--- config.mk ---
export PLATFORM = sky130hd
export DESIGN_NAME = byte_fetch_unit
export DESIGN_NICKNAME = d
export VERILOG_FILES = /design/src/rtl/byte_fetch_unit.sv
export SDC_FILE = /design/constraint.sdc
export NUM_CORES = 1
export LEC_CHECK = 0
export CORE_ASPECT_RATIO = 2
export CORE_UTILIZATION = 30
export DETAILED_ROUTE_END_ITERATION = 6
export REMOVE_ABC_BUFFERS = 1
export SLEW_MARGIN = 20
export SYNTH_ARGS = -nofsm -noshare
export SYNTH_HDL_FRONTEND = slang
export SYNTH_SLANG_ARGS = --single-unit
--- constraint.sdc ---
create_clock -name clk -period 4.4 [get_ports clk]
set_input_delay 0.88 -clock clk [delete_from_list [all_inputs] [get_ports clk]]
set_output_delay 0.88 -clock clk [all_outputs]
set_load 0.03 [all_outputs]
--- src/rtl/byte_fetch_unit.sv ---
// byte_fetch_unit: prefetches 32-bit words into a byte queue and hands the MBR one byte per FETCH.
// Optional build macro BYTE_FETCH_PC_OUT_EN adds pc_cur, the byte address of the byte on byte_out.
module byte_fetch_unit #(
    parameter int unsigned QDEPTH = 8,
    parameter int unsigned ADDR_W = 32
) (
    input  logic              clk,
    input  logic              reset,
    input  logic              pc_load,
    input  logic [ADDR_W-1:0] pc_in,
    input  logic              fetch,
    output logic [7:0]        byte_out,
    output logic              byte_valid,
    output logic              stall,
    output logic              mem_rd,
    output logic [ADDR_W-3:0] mem_addr,
    input  logic [31:0]       mem_rdata,
    input  logic              mem_ack
`ifdef BYTE_FETCH_PC_OUT_EN
    ,
    output logic [ADDR_W-1:0] pc_cur
`endif
);
    localparam int unsigned PW = $clog2(QDEPTH);
    localparam int unsigned CW = PW + 1;
    localparam int unsigned WA = ADDR_W - 2;

    typedef enum logic [1:0] {IDLE, REQ, DROP} state_t;
    state_t state;

    logic [7:0]    q [QDEPTH];
    logic [PW-1:0] rd_ptr;
    logic [PW-1:0] wr_ptr;
    logic [CW-1:0] count;
    logic [WA-1:0] fetch_pc;
    logic [1:0]    skip;
    logic          pending;

    logic [7:0]    word_byte [4];
    logic          wr_en;
    logic          take_fetch;
    logic          pop;
    logic          bypass;
    logic          serve;
    logic [2:0]    wr_first;
    logic [2:0]    wr_cnt;
    logic [7:0]    next_byte;

    assign stall = pending;

    // A pending fetch on an empty queue takes its byte straight from the landing word,
    // so the byte appears the cycle after the ack; that byte is then not written.
    always_comb begin
        for (int unsigned k = 0; k < 4; k++) begin
            word_byte[k] = mem_rdata[31 - 8*k -: 8];
        end
        wr_en      = (state == REQ) && mem_ack && !pc_load;
        take_fetch = fetch && !pending;
        pop        = !pc_load && (count != '0) && (pending || take_fetch);
        bypass     = pending && wr_en && (count == '0);
        serve      = pop || bypass;
        wr_first   = {1'b0, skip} + {2'b00, bypass};
        wr_cnt     = 3'd4 - wr_first;
        next_byte  = pop ? q[rd_ptr] : word_byte[skip];
    end

    always_ff @(posedge clk) begin
        if (wr_en) begin
            for (int unsigned k = 0; k < 4; k++) begin
                if (3'(k) >= wr_first) begin
                    q[wr_ptr + PW'(3'(k) - wr_first)] <= word_byte[k];
                end
            end
        end
    end

    always_ff @(posedge clk or negedge reset) begin
        if (!reset) begin
            state      <= IDLE;
            rd_ptr     <= '0;
            wr_ptr     <= '0;
            count      <= '0;
            fetch_pc   <= '0;
            skip       <= '0;
            pending    <= 1'b0;
            byte_out   <= '0;
            byte_valid <= 1'b0;
            mem_rd     <= 1'b0;
            mem_addr   <= '0;
        end else begin
            if (serve) begin
                byte_out <= next_byte;
            end
            byte_valid <= serve;

            if (pc_load) begin
                rd_ptr   <= '0;
                wr_ptr   <= '0;
                count    <= '0;
                fetch_pc <= pc_in[ADDR_W-1:2];
                skip     <= pc_in[1:0];
                pending  <= fetch;
            end else begin
                rd_ptr <= rd_ptr + PW'(pop);
                if (wr_en) begin
                    wr_ptr   <= wr_ptr + PW'(wr_cnt);
                    fetch_pc <= fetch_pc + WA'(1);
                    skip     <= '0;
                end
                count   <= count - CW'(pop) + (wr_en ? CW'(wr_cnt) : '0);
                pending <= (pending || fetch) && !serve;
            end

            // An issued read cannot be withdrawn; a flush during REQ waits out the ack in DROP.
            case (state)
                IDLE: begin
                    if (!pc_load && (count <= CW'(QDEPTH - 4))) begin
                        state    <= REQ;
                        mem_rd   <= 1'b1;
                        mem_addr <= fetch_pc;
                    end
                end
                REQ: begin
                    if (mem_ack) begin
                        state  <= IDLE;
                        mem_rd <= 1'b0;
                    end else if (pc_load) begin
                        state <= DROP;
                    end
                end
                DROP: begin
                    if (mem_ack) begin
                        state  <= IDLE;
                        mem_rd <= 1'b0;
                    end
                end
                default: begin
                    state  <= IDLE;
                    mem_rd <= 1'b0;
                end
            endcase
        end
    end

`ifdef BYTE_FETCH_PC_OUT_EN
    logic [ADDR_W-1:0] next_pc;

    always_ff @(posedge clk or negedge reset) begin
        if (!reset) begin
            pc_cur  <= '0;
            next_pc <= '0;
        end else if (pc_load) begin
            pc_cur  <= pc_in;
            next_pc <= pc_in;
        end else if (serve) begin
            pc_cur  <= next_pc;
            next_pc <= next_pc + ADDR_W'(1);
        end
    end
`endif

endmodule

# Word-level counts from Yosys, hierarchy flattened
# Memory sizes are Yosys's and may differ from the RTL's.
# Index checks and enable logic that the tools add are counted.
[op_classes] muxes=34 n_bitwise=1 n_lt_le_gt_ge=6 n_reduce_logical=23 addsub=15 n_eq_ne=6
[op_table] operator="$mux W30" n=2
[op_table] operator="$add A30 B1 Y30 const B" n=1
[op_table] operator="$mux W8" n=3
[op_table] operator="$bmux W8 S2" n=1
[op_table] operator="$add A3 B3 Y3" n=5
[op_table] operator="$mux W1" n=15
[op_table] operator="$mux W2" n=6
[op_table] operator="$mux W3" n=4
[op_table] operator="$logic_and A1 B1 Y1" n=9
[op_table] operator="$ge A1 B3 Y1 const A" n=2
[op_table] operator="$ge A2 B3 Y1 const A" n=2
[op_table] operator="$pmux W2 S3" n=1
[op_table] operator="$sub A1 B3 Y3 const A" n=2
[op_table] operator="$sub A2 B3 Y3 const A" n=2
[op_table] operator="$add A4 B3 Y4" n=1
[op_table] operator="$le A4 B3 Y1 const B" n=1
[op_table] operator="$logic_not A4 Y1" n=1
[op_table] operator="$mux W4" n=1
[op_table] operator="$ne A2 B2 Y1 const B" n=2
[op_table] operator="$reduce_and A2 Y1" n=2
[op_table] operator="$reduce_bool A4 Y1" n=1
[op_table] operator="$sub A4 B1 Y4" n=1
[op_table] operator="$add A2 B1 Y3" n=1
[op_table] operator="$add A3 B1 Y3" n=1
[op_table] operator="14 further kinds" n=18
[totals] reg_bits=85 ram_bits=64 elab_cells=97 mem_count=1 input_bits=69
[mem_list] name="q" depth=8 word_bits=8 read_ports=1 rd_clocked_by_memory_dff=0 write_ports=4 line="31" source="logic [7:0] q [QDEPTH];"

# Depth between registers and ports, before layout
# Gate-level depths: netlist (run 1).
[logic_depth] ltp_word=10 depth_mapped=18

# Least setup slack after synthesis (run 1)
# Ideal clock, no wire load.
[synth_path] kind="input-to-reg" start="input pc_load" end="memory q[2][0] (enable)" slack_ps=-150 n_path_buf=4 arrival_time_ps=4213 setup_time_ps=337 path_stages=15 path_cell_list="buf_2 -> and3b_1 -> nand3_1 -> clkbuf_1 -> inv_1 -> ha_1 -> ha_1 -> ha_1 -> ha_1 -> clkbuf_1 -> nand2_1 -> nor3_2 -> buf_2 -> a31oi_1 -> nand3_1"
[synth_lines] element="start, declared" line="9" source="input logic pc_load,"
[synth_lines] element="end, declared" line="31"

==> metrics.md, run 1 <==
| Metric | Value |
|---|---|
| Worst voltage drop across the vdd grid | ~0.28 mV |
| Kind of end point of the critical path | flip-flop |
| Number of port buffers | ~110 |
| CTS clock-pin slew for the worst setup and hold paths | 0.07 ns |
| Count leader, synth | nand2_1 |
| Pint | 0.003641 W |
| Slew Limit Headroom | 38.55% |
| Maximum clock path buffer count | 2 |
| TritonCTS Sinks | 149 |
| Crit path largest cell delay | 0.48 ns |
| Clock insertion delay at the later pin of the skew report | approximately 0.44 ns |
| CTS tree | done |
| DR vias | 7955 |
| Ordered list of cells on the worst path | clkdlybuf4s50_1 -> and3b_1 -> nand3_1 -> inv_1 -> ha_1 -> ha_1 -> ha_1 -> inv_1 -> ha_1 -> nand4b_1 -> nor3b_2 -> nand2_2 -> a221oi_1 -> o31ai_1 |
| Total half-perimeter wirelength after legalization and detailed placement | 23120 um |
| Count of hold-fix buffers inserted at cts | 0 |
| Floorplan row count | 91 |
| Total CTS buffers | 17 |
| Peak-usage layer in the global routing report | met2 |
| Net switching fraction of the power | 37.48% |
| Number of setup violations in the final report | 0 |
| Area of the mapped netlist | around 9400 um^2 |
| H-Tree Level Count | 4 |
| Vias in the first global route | 8252 |
| Tightest Pin Transition | 0.9217 ns |
| Register share of total power | between 30% and 40% |
| Power Total | 0.005824 W |
| Standard cell with the maximum stage delay on the critical path | clkdlybuf4s50_1 |
| Total count of max-transition violations in the final report | 0 |
| Gp weighted congestion | about 0.90 |
| Average instance area after synthesis | 10.28 um^2 |
| Per-cell routed wire length | 20.93 um |
| Proportion of power drawn by combinational gates | 42.5% |
| Number of antenna violations at the first check in global routing | 0 |
| Relative area change from synthesis to final layout | 25.31% |
| Leading cell types by total area after synthesis | dfrtp_1, edfxtp_1, mux4_2 |
| Share of the synthesized area in the top cell type | 22.65% |
| Post-synthesis async set-or-reset flop share | 57.05% |
| Required time at the worst-slack endpoint | 4.59 ns |
| Largest net degree at the start of global routing | 81 |
| Die X | 127.1 um |
| Final setup skew | 0.009892 ns |
| Count of unresolved DRC violations after routing | 0 |
| Fraction of met2 tracks used by global routing | a little under two fifths |
| Floorplan die height | 252.2 um |
| Status | finished clean |
| CTS Root Cell | clkbuf_16 |
| Yosys reg bits | 149 |
| Post-layout util | 38.14% |
| Routed wire length | 30540 um |
| Type of origin of the critical path | input pin |
| Fraction of layout cells with a size suffix above 1 | 16.62% |
| Final nets | 1126 |
| Placed instance count | 1427 |
| Crit Path Class | in2reg |
| Post-synthesis sequential area ratio | 43.11% |
| Global Route met3 Usage | 3.345% |
| Initial drt markers | 521 |
| EDFF count, synth | 64 |
| Vias per cell | 5.452 |
| TritonRoute pass-1 iters | 5 |
| Unrepaired setup endpoints after global routing | no |
| Post-CTS setup-driven buffer insertion count | 0 |
| Clk pwr share | 23.0% |
| Resized Gates After CTS | 0 |
| Count of synthesis-stage warnings from yosys | 0 |
| Number of antenna-violating nets in the routed design | 0 |
| # IOs | 110 |
| Wire length of the first global-routing pass | 47000 um |
| Ant diodes | 0 |
| Leading post-synthesis cells by instance count | nand2_1, nor2_1, dfrtp_1 |
| Cell area power density | 494.9 nW/um^2 |
| Final worst path period need | 4.031 ns |
| Max-cap check violation count | 0 |
| Arrival time at the worst endpoint | around 4.2 ns |
| F_max | 248.1 MHz |
| Post-synthesis cell type count | 57 |
| Period utilization | around nine tenths |
| Top cell by count, worst path | ha_1 |
| Leftover overflow at the end of global routing | 0 |
| Hold Path Class | reg2reg |
| Synthesized instance count | slightly above 900 |
| Overall die area | 32060 um^2 |
| Most used DFF post-synth | dfrtp_1 |
| Area leader, netlist | dfrtp_1 |
| Hold Violations, Final | 0 |
| Critical path peak fanout | 9 |
| Overall routing resource usage | 19.80% |
| Non-Filler Instances | ~1500 |
| Met1 Track Usage GR | around a fifth |
| Net switching power | 0.002183 W |
| Leak | 4.400 nW |
| Initial standard-cell utilization of the core | between 30% and 40% |
| Placeable core region | 30860 um^2 |
-- final cells by class --
| class | instances | area [um^2] |
|---|---|---|
| multi-input combinational | 671 | 4974 |
| fill | 3047 | 19090 |
| clock inverter | 12 | 81.33 |
| inverter | 24 | 90.09 |
| clock buffer | 20 | 446.7 |
| tap | 418 | 523.0 |
| timing repair buffer | 165 | 1604 |
| sequential | 149 | 4050 |
-- worst paths after layout --
path,start,to,slack [ns],depth (start not counted)
setup / recovery,mem_ack,q[2][4],0.37,14
hold / removal,mem_addr[27],mem_addr[27],0.48,2
setup reg to reg,count[1],q[2][4],0.42,14
hold reg to reg,mem_addr[27],mem_addr[27],0.48,2
max in group asynchronous,reset,fetch_pc[18],3.02,2
min in group asynchronous,reset,mem_addr[27],0.54,1
-- routing by layer --
layer / routed length, um / vias up
li1: - / 3625
met2: 16850 / 346
met5: 0 / -
met4: 1664 / 0
met3: 1396 / 102
met1: 10630 / 3882
-- state kept, by name (all words and copies together), names as in the netlist, 2 cells and up --
signal and cells:
state 2, mem_addr 30, wr_ptr 3, fetch_pc 30, count 4, skip 2, byte_out 8, rd_ptr 3
q 64
-- critical path: cells and delay by family --
kind            cells  cell delay (ns)
buf+inv             3             0.63
compound gates      2             0.49
fa+ha+maj           4             1.02
simple gates        5             1.18
-- logic make-up after synthesis --
| logic type | count (synthesis) | synth area share (%) |
|---|---|---|
| muxes | 78 | 11.88 |
| buffers and inverters | 94 | 4.050 |
| AOI/OAI and AO/OA | 190 | 14.55 |
| and+or+nand+nor | 333 | 17.35 |
| DFF | 149 | 43.11 |
| xor gates and xnor gates | 41 | 4.956 |
| adders and majority gates | 29 | 4.103 |
-- placed cells by master, fill, tap and decap left out, types with 19 or more instances in the layout --
cell type        synthesis  final
nand2_1                125    125
clkdlybuf4s50_1          0    107
nor2_1                  87     87
dfrtp_1                 85     84
o31ai_1                 66     66
edfxtp_1                64     64
a221oi_1                57     57
buf_4                    2     49
o21ai_0                 36     36
mux2_2                  28     28
mux2i_1                 26     26
ha_1                    26     26
inv_1                   24     24
mux4_2                  24     24
xnor2_1                 19     19
nand3_1                 19     19
-- power groups by stage --
| stage | Clock, W | Combinational [W] | Sequential [W] |
|---|---|---|---|
| after floorplan | 0 | 0.00114 | 0.00235 |
| after detailed placement | 0 | 0.00249 | 0.00204 |
| after global placement | 0 | 0.00246 | 0.00203 |
| final | 0.00134 | 0.00248 | 0.00201 |
| after CTS | 0.00137 | 0.00250 | 0.00202 |
| after global routing | 0.00141 | 0.00267 | 0.00205 |
-- stage by stage --
| stage | area, um^2 | hold WS [ns] | setup slack (ns) | setup TNS [ns] |
|---|---|---|---|---|
| 3_3_place_gp | 11240 | 0.4656 | -0.05991 | -0.2987 |
| 5_1_grt | 11770 | 0.5165 | 0.09319 | 0 |
| 3_5_place_dp | 11240 | 0.4746 | -0.06451 | -0.5541 |
| 4_1_cts | 11770 | 0.4886 | 0.3894 | 0 |
| 6_report | 11770 | 0.4826 | 0.3688 | 0 |
| 2_1_floorplan | 9101 | 0.4944 | -0.8908 | -34.95 |
(Power assumes the default switching activity.)
==> run 2, diff against run 1 <==
--- a/config.mk
+++ b/config.mk
@@ -5,6 +5,8 @@
 export SDC_FILE = /design/constraint.sdc
 export NUM_CORES = 1
 export LEC_CHECK = 0
+export ABC_AREA = 1
+export CAP_MARGIN = 20
 export CORE_ASPECT_RATIO = 2
 export CORE_UTILIZATION = 30
 export DETAILED_ROUTE_END_ITERATION = 6
==> run 2 against run 1 <==
  * Critical path depth is 3 higher
  * Flip-flop and latch count unchanged
  * Power up 14%
==> metrics.md, run 2 <==
| Metric | Value |
|---|---|
| Count leader, synth | nand2_1 (unchanged) |
| Max-cap check violation count | 0 (unchanged) |
| Crit Path Class | in2reg (unchanged) |
| Wire length of the first global-routing pass | 60830 um (was 47000 um) |
| Tightest Pin Transition | 0.8880 ns (was 0.9217 ns) |
| EDFF count, synth | 64 (unchanged) |
| Ordered list of cells on the worst path | clkdlybuf4s50_1 -> nand2_2 -> nor2_8 -> inv_1 -> nor3_4 -> ha_1 -> ha_1 -> ha_1 -> inv_1 -> ha_1 -> inv_1 -> nand3_4 -> nand2_8 -> nand3_4 -> nand2_1 -> nand3_1 -> a21oi_1 (was clkdlybuf4s50_1 -> and3b_1 -> nand3_1 -> inv_1 -> ha_1 -> ha_1 -> ha_1 -> inv_1 -> ha_1 -> nand4b_1 -> nor3b_2 -> nand2_2 -> a221oi_1 -> o31ai_1) |
| Crit path largest cell delay | 0.50 ns (was 0.48 ns) |
| Number of port buffers | 109 (unchanged) |
| Hold Path Class | reg2reg (unchanged) |
| Count of synthesis-stage warnings from yosys | 0 (unchanged) |
| Register with the highest flop count | q (unchanged) |
| Total negative setup slack | 0 ns (unchanged) |
| Ant diodes | 0 (unchanged) |
| Fraction of layout cells with a size suffix above 1 | 11.07% (was 16.62%) |
| Largest net degree at the start of global routing | 64 (was 81) |
| Number of antenna-violating nets in the routed design | 0 (unchanged) |
| Gp weighted congestion | 1.029 (was 0.9002) |
| Maximum clock path buffer count | 2 (unchanged) |
| Leak | 5.884 nW (was 4.400 nW) |
| Die X | 135.2 um (was 127.1 um) |
| Total count of max-transition violations in the final report | 0 (unchanged) |
| Vias in the first global route | 10600 (was 8252) |
| Standard cell with the maximum stage delay on the critical path | clkdlybuf4s50_1 (unchanged) |
| Number of antenna violations at the first check in global routing | 0 (unchanged) |
| Initial drt markers | 673 (was 521) |
| Critical path peak fanout | 16 (was 9) |
| Kind of cell adding the most delay to the critical path | simple AND/OR/NAND/NOR gates (unchanged) |
| Leading post-synthesis cells by instance count | nand2_1, o21ai_0, nor2_1 (was nand2_1, nor2_1, dfrtp_1) |
| H-Tree Level Count | 4 (unchanged) |
| CTS Root Cell | clkbuf_16 (unchanged) |
| Leading cell types by total area after synthesis | dfrtp_1, edfxtp_1, nand2_1 (was dfrtp_1, edfxtp_1, mux4_2) |
| Vias per cell | 5.166 (was 5.452) |
| DR vias | 10420 (was 7955) |
| Routed wire length | 40500 um (was 30540 um) |
| Number of buffers and inverters on the critical path | 4 (was 3) |
| CTS clock-pin slew for the worst setup and hold paths | 0.06 ns (was 0.07 ns) |
| Type of origin of the critical path | input pin (unchanged) |
| Final nets | 1658 (was 1126) |
| Top cell by count, worst path | ha_1 (unchanged) |
| Leading registers by flop count | q (64), fetch_pc (30), mem_addr (30) (unchanged) |
| # IOs | 110 (unchanged) |
| Total CTS buffers | 17 (unchanged) |
| Status | finished clean (unchanged) |
| Overall die area | 36270 um^2 (was 32060 um^2) |
| Endpoint of the worst register-to-register path | q[5][1] (was q[2][4]) |
| Floorplan die height | 268.3 um (was 252.2 um) |
| Area of the mapped netlist | 10640 um^2 (was 9392 um^2) |
| Largest register FFs | 64 (unchanged) |
| Average instance area after synthesis | 7.369 um^2 (was 10.28 um^2) |
| Overall routing resource usage | 22.98% (was 19.80%) |
| CTS tree | done (unchanged) |
| Initial standard-cell utilization of the core | 30.44% (about the same) |
| Total half-perimeter wirelength after legalization and detailed placement | 31930 um (was 23120 um) |
| Cell area power density | 510.7 nW/um^2 (was 494.9 nW/um^2) |
| Post-synthesis async set-or-reset flop share | 57.05% (unchanged) |
| Kind of end point of the critical path | flip-flop (unchanged) |
| Period utilization | 91.58% (was 91.62%) |
| Share of the synthesized area in the top cell type | 19.99% (was 22.65%) |
| Placeable core region | 34950 um^2 (was 30860 um^2) |
| Leading cell type in the layout, fill and taps excluded | nand2_1 (unchanged) |
| Relative area change from synthesis to final layout | 22.71% (was 25.31%) |
| Worst voltage drop across the vdd grid | 0.2818 mV (was 0.2774 mV) |
| Per-cell routed wire length | 20.08 um (was 20.93 um) |
| Post-CTS setup-driven buffer insertion count | 0 (unchanged) |
| Final worst path period need | 4.030 ns (was 4.031 ns) |
| Required time at the worst-slack endpoint | 4.58 ns (was 4.59 ns) |
| TritonRoute pass-1 iters | 5 (unchanged) |
| Yosys reg bits | 149 (unchanged) |
| TritonCTS Sinks | 149 (unchanged) |
| Crit Reg-Reg Startpoint | state[1] (was count[1]) |
| Count of unresolved DRC violations after routing | 0 (unchanged) |
| Leading cell types in the layout, fill and taps excluded | nand2_1, o21ai_0, nor2_1, inv_1, clkdlybuf4s50_1 (was nand2_1, clkdlybuf4s50_1, nor2_1, dfrtp_1, o31ai_1) |
| Resized Gates After CTS | 0 (unchanged) |
| Crit. path cell count | 17 (was 14) |
| Fillers | 3675 (was 3047) |
| Count of cells along the worst register-to-register path | 18 (was 14) |
| Final setup skew | 0.006299 ns (was 0.009892 ns) |
| F_max | 248.2 MHz (was 248.1 MHz) |
| Power Total | 0.006667 W (was 0.005824 W) |
| Slew Limit Headroom | 40.73% (was 38.55%) |
| Most used DFF post-synth | dfrtp_1 (unchanged) |
| Post-synthesis cell type count | 45 (was 57) |
| Post-synthesis sequential area ratio | 38.05% (was 43.11%) |
| Floorplan row count | 97 (was 91) |
| Arrival time at the worst endpoint | 4.21 ns (was 4.22 ns) |
| Number of setup violations in the final report | 0 (unchanged) |
| Worst R2R Setup Slack | 0.62 ns (was 0.42 ns) |
| Leftover overflow at the end of global routing | 0 (unchanged) |
| Clock insertion delay at the later pin of the skew report | 0.43 ns (was 0.44 ns) |
| Synthesized instance count | 1444 (was 914) |
| Launching instance or port of the critical path | mem_ack (unchanged) |
| Count of hold-fix buffers inserted at cts | 0 (unchanged) |
| Unrepaired setup endpoints after global routing | no (unchanged) |
| Capturing instance or port of the critical path | q[5][1] (was q[2][4]) |
| Area leader, netlist | dfrtp_1 (unchanged) |
| Hold Violations, Final | 0 (unchanged) |
run 2: cells by family after synthesis:
kind of cell | count (synthesis) | share of synthesized area (%)
simple gates | 739 | 33.24
fa+ha+maj | 29 | 3.622
xor+xnor | 22 | 1.811
mux | 2 | 0.2117
buf+inv | 223 | 8.913
compound gates | 280 | 14.15
flops | 149 | 38.05
run 2: tightest hold or removal path: cells and delay by family (launching register included):
| family | cells | cell delay (ns) |
|---|---|---|
| DFF | 1 | 0.34 |
| AOI/OAI and AO/OA | 1 | 0.05 |
| and+or+nand+nor | 1 | 0.05 |
run 2: worst min path at each step:
stage	cells past startpoint	end	slack, ns	from
global route	2	mem_addr[26]	0.51	mem_addr[26]
finish	2	mem_addr[24]	0.48	mem_addr[24]
floorplan	2	state[1]	0.48	state[1]
detailed placement	2	mem_addr[24]	0.47	mem_addr[24]
CTS	2	mem_addr[29]	0.49	mem_addr[29]
global placement	2	mem_addr[24]	0.46	mem_addr[24]
run 2: where the power goes:
| group | switching, W | leakage (nW) | internal [W] |
|---|---|---|---|
| sequential | 0.000242 | 1.63 | 0.00183 |
| combinational | 0.00207 | 3.96 | 0.00111 |
| clock | 0.000572 | 0.287 | 0.000847 |
| total | 0.00288 | 5.88 | 0.00378 |
run 2: cell type report:
type	count	area, um^2	share of cell area (%)
clock inverters	9	73.82	0.5654
clock buffers	22	495.5	3.795
multi-input cells	1072	5650	43.28
flip-flops and latches	149	4050	31.02
inverters	150	563.0	4.312
well taps	445	556.8	4.264
repair buffers	170	1667	12.76
run 2: metal layers:
layer  track usage, %  vias to the layer above  routed length, um
met3            2.603                      161               1734
li1                 -                     5000                  -
met1            21.99                     4808              13600
met2            43.19                      451              21690
met4            19.10                        0               3475
met5                0                        -                  0
run 2: stage by stage:
stage	cell area (um^2)	std cells	hold slack, ns	utilization [%]	setup slack (ns)
2_1_floorplan	10250	1371	0.4782	-	-0.2190
3_3_place_gp	12480	1986	0.4643	35.71	-0.07869
3_5_place_dp	12490	1986	0.4721	35.72	-0.1479
4_1_cts	13060	2017	0.4867	37.35	0.2920
5_1_grt	13060	2017	0.5059	37.35	0.1485
6_report	13060	2017	0.4799	37.35	0.3704
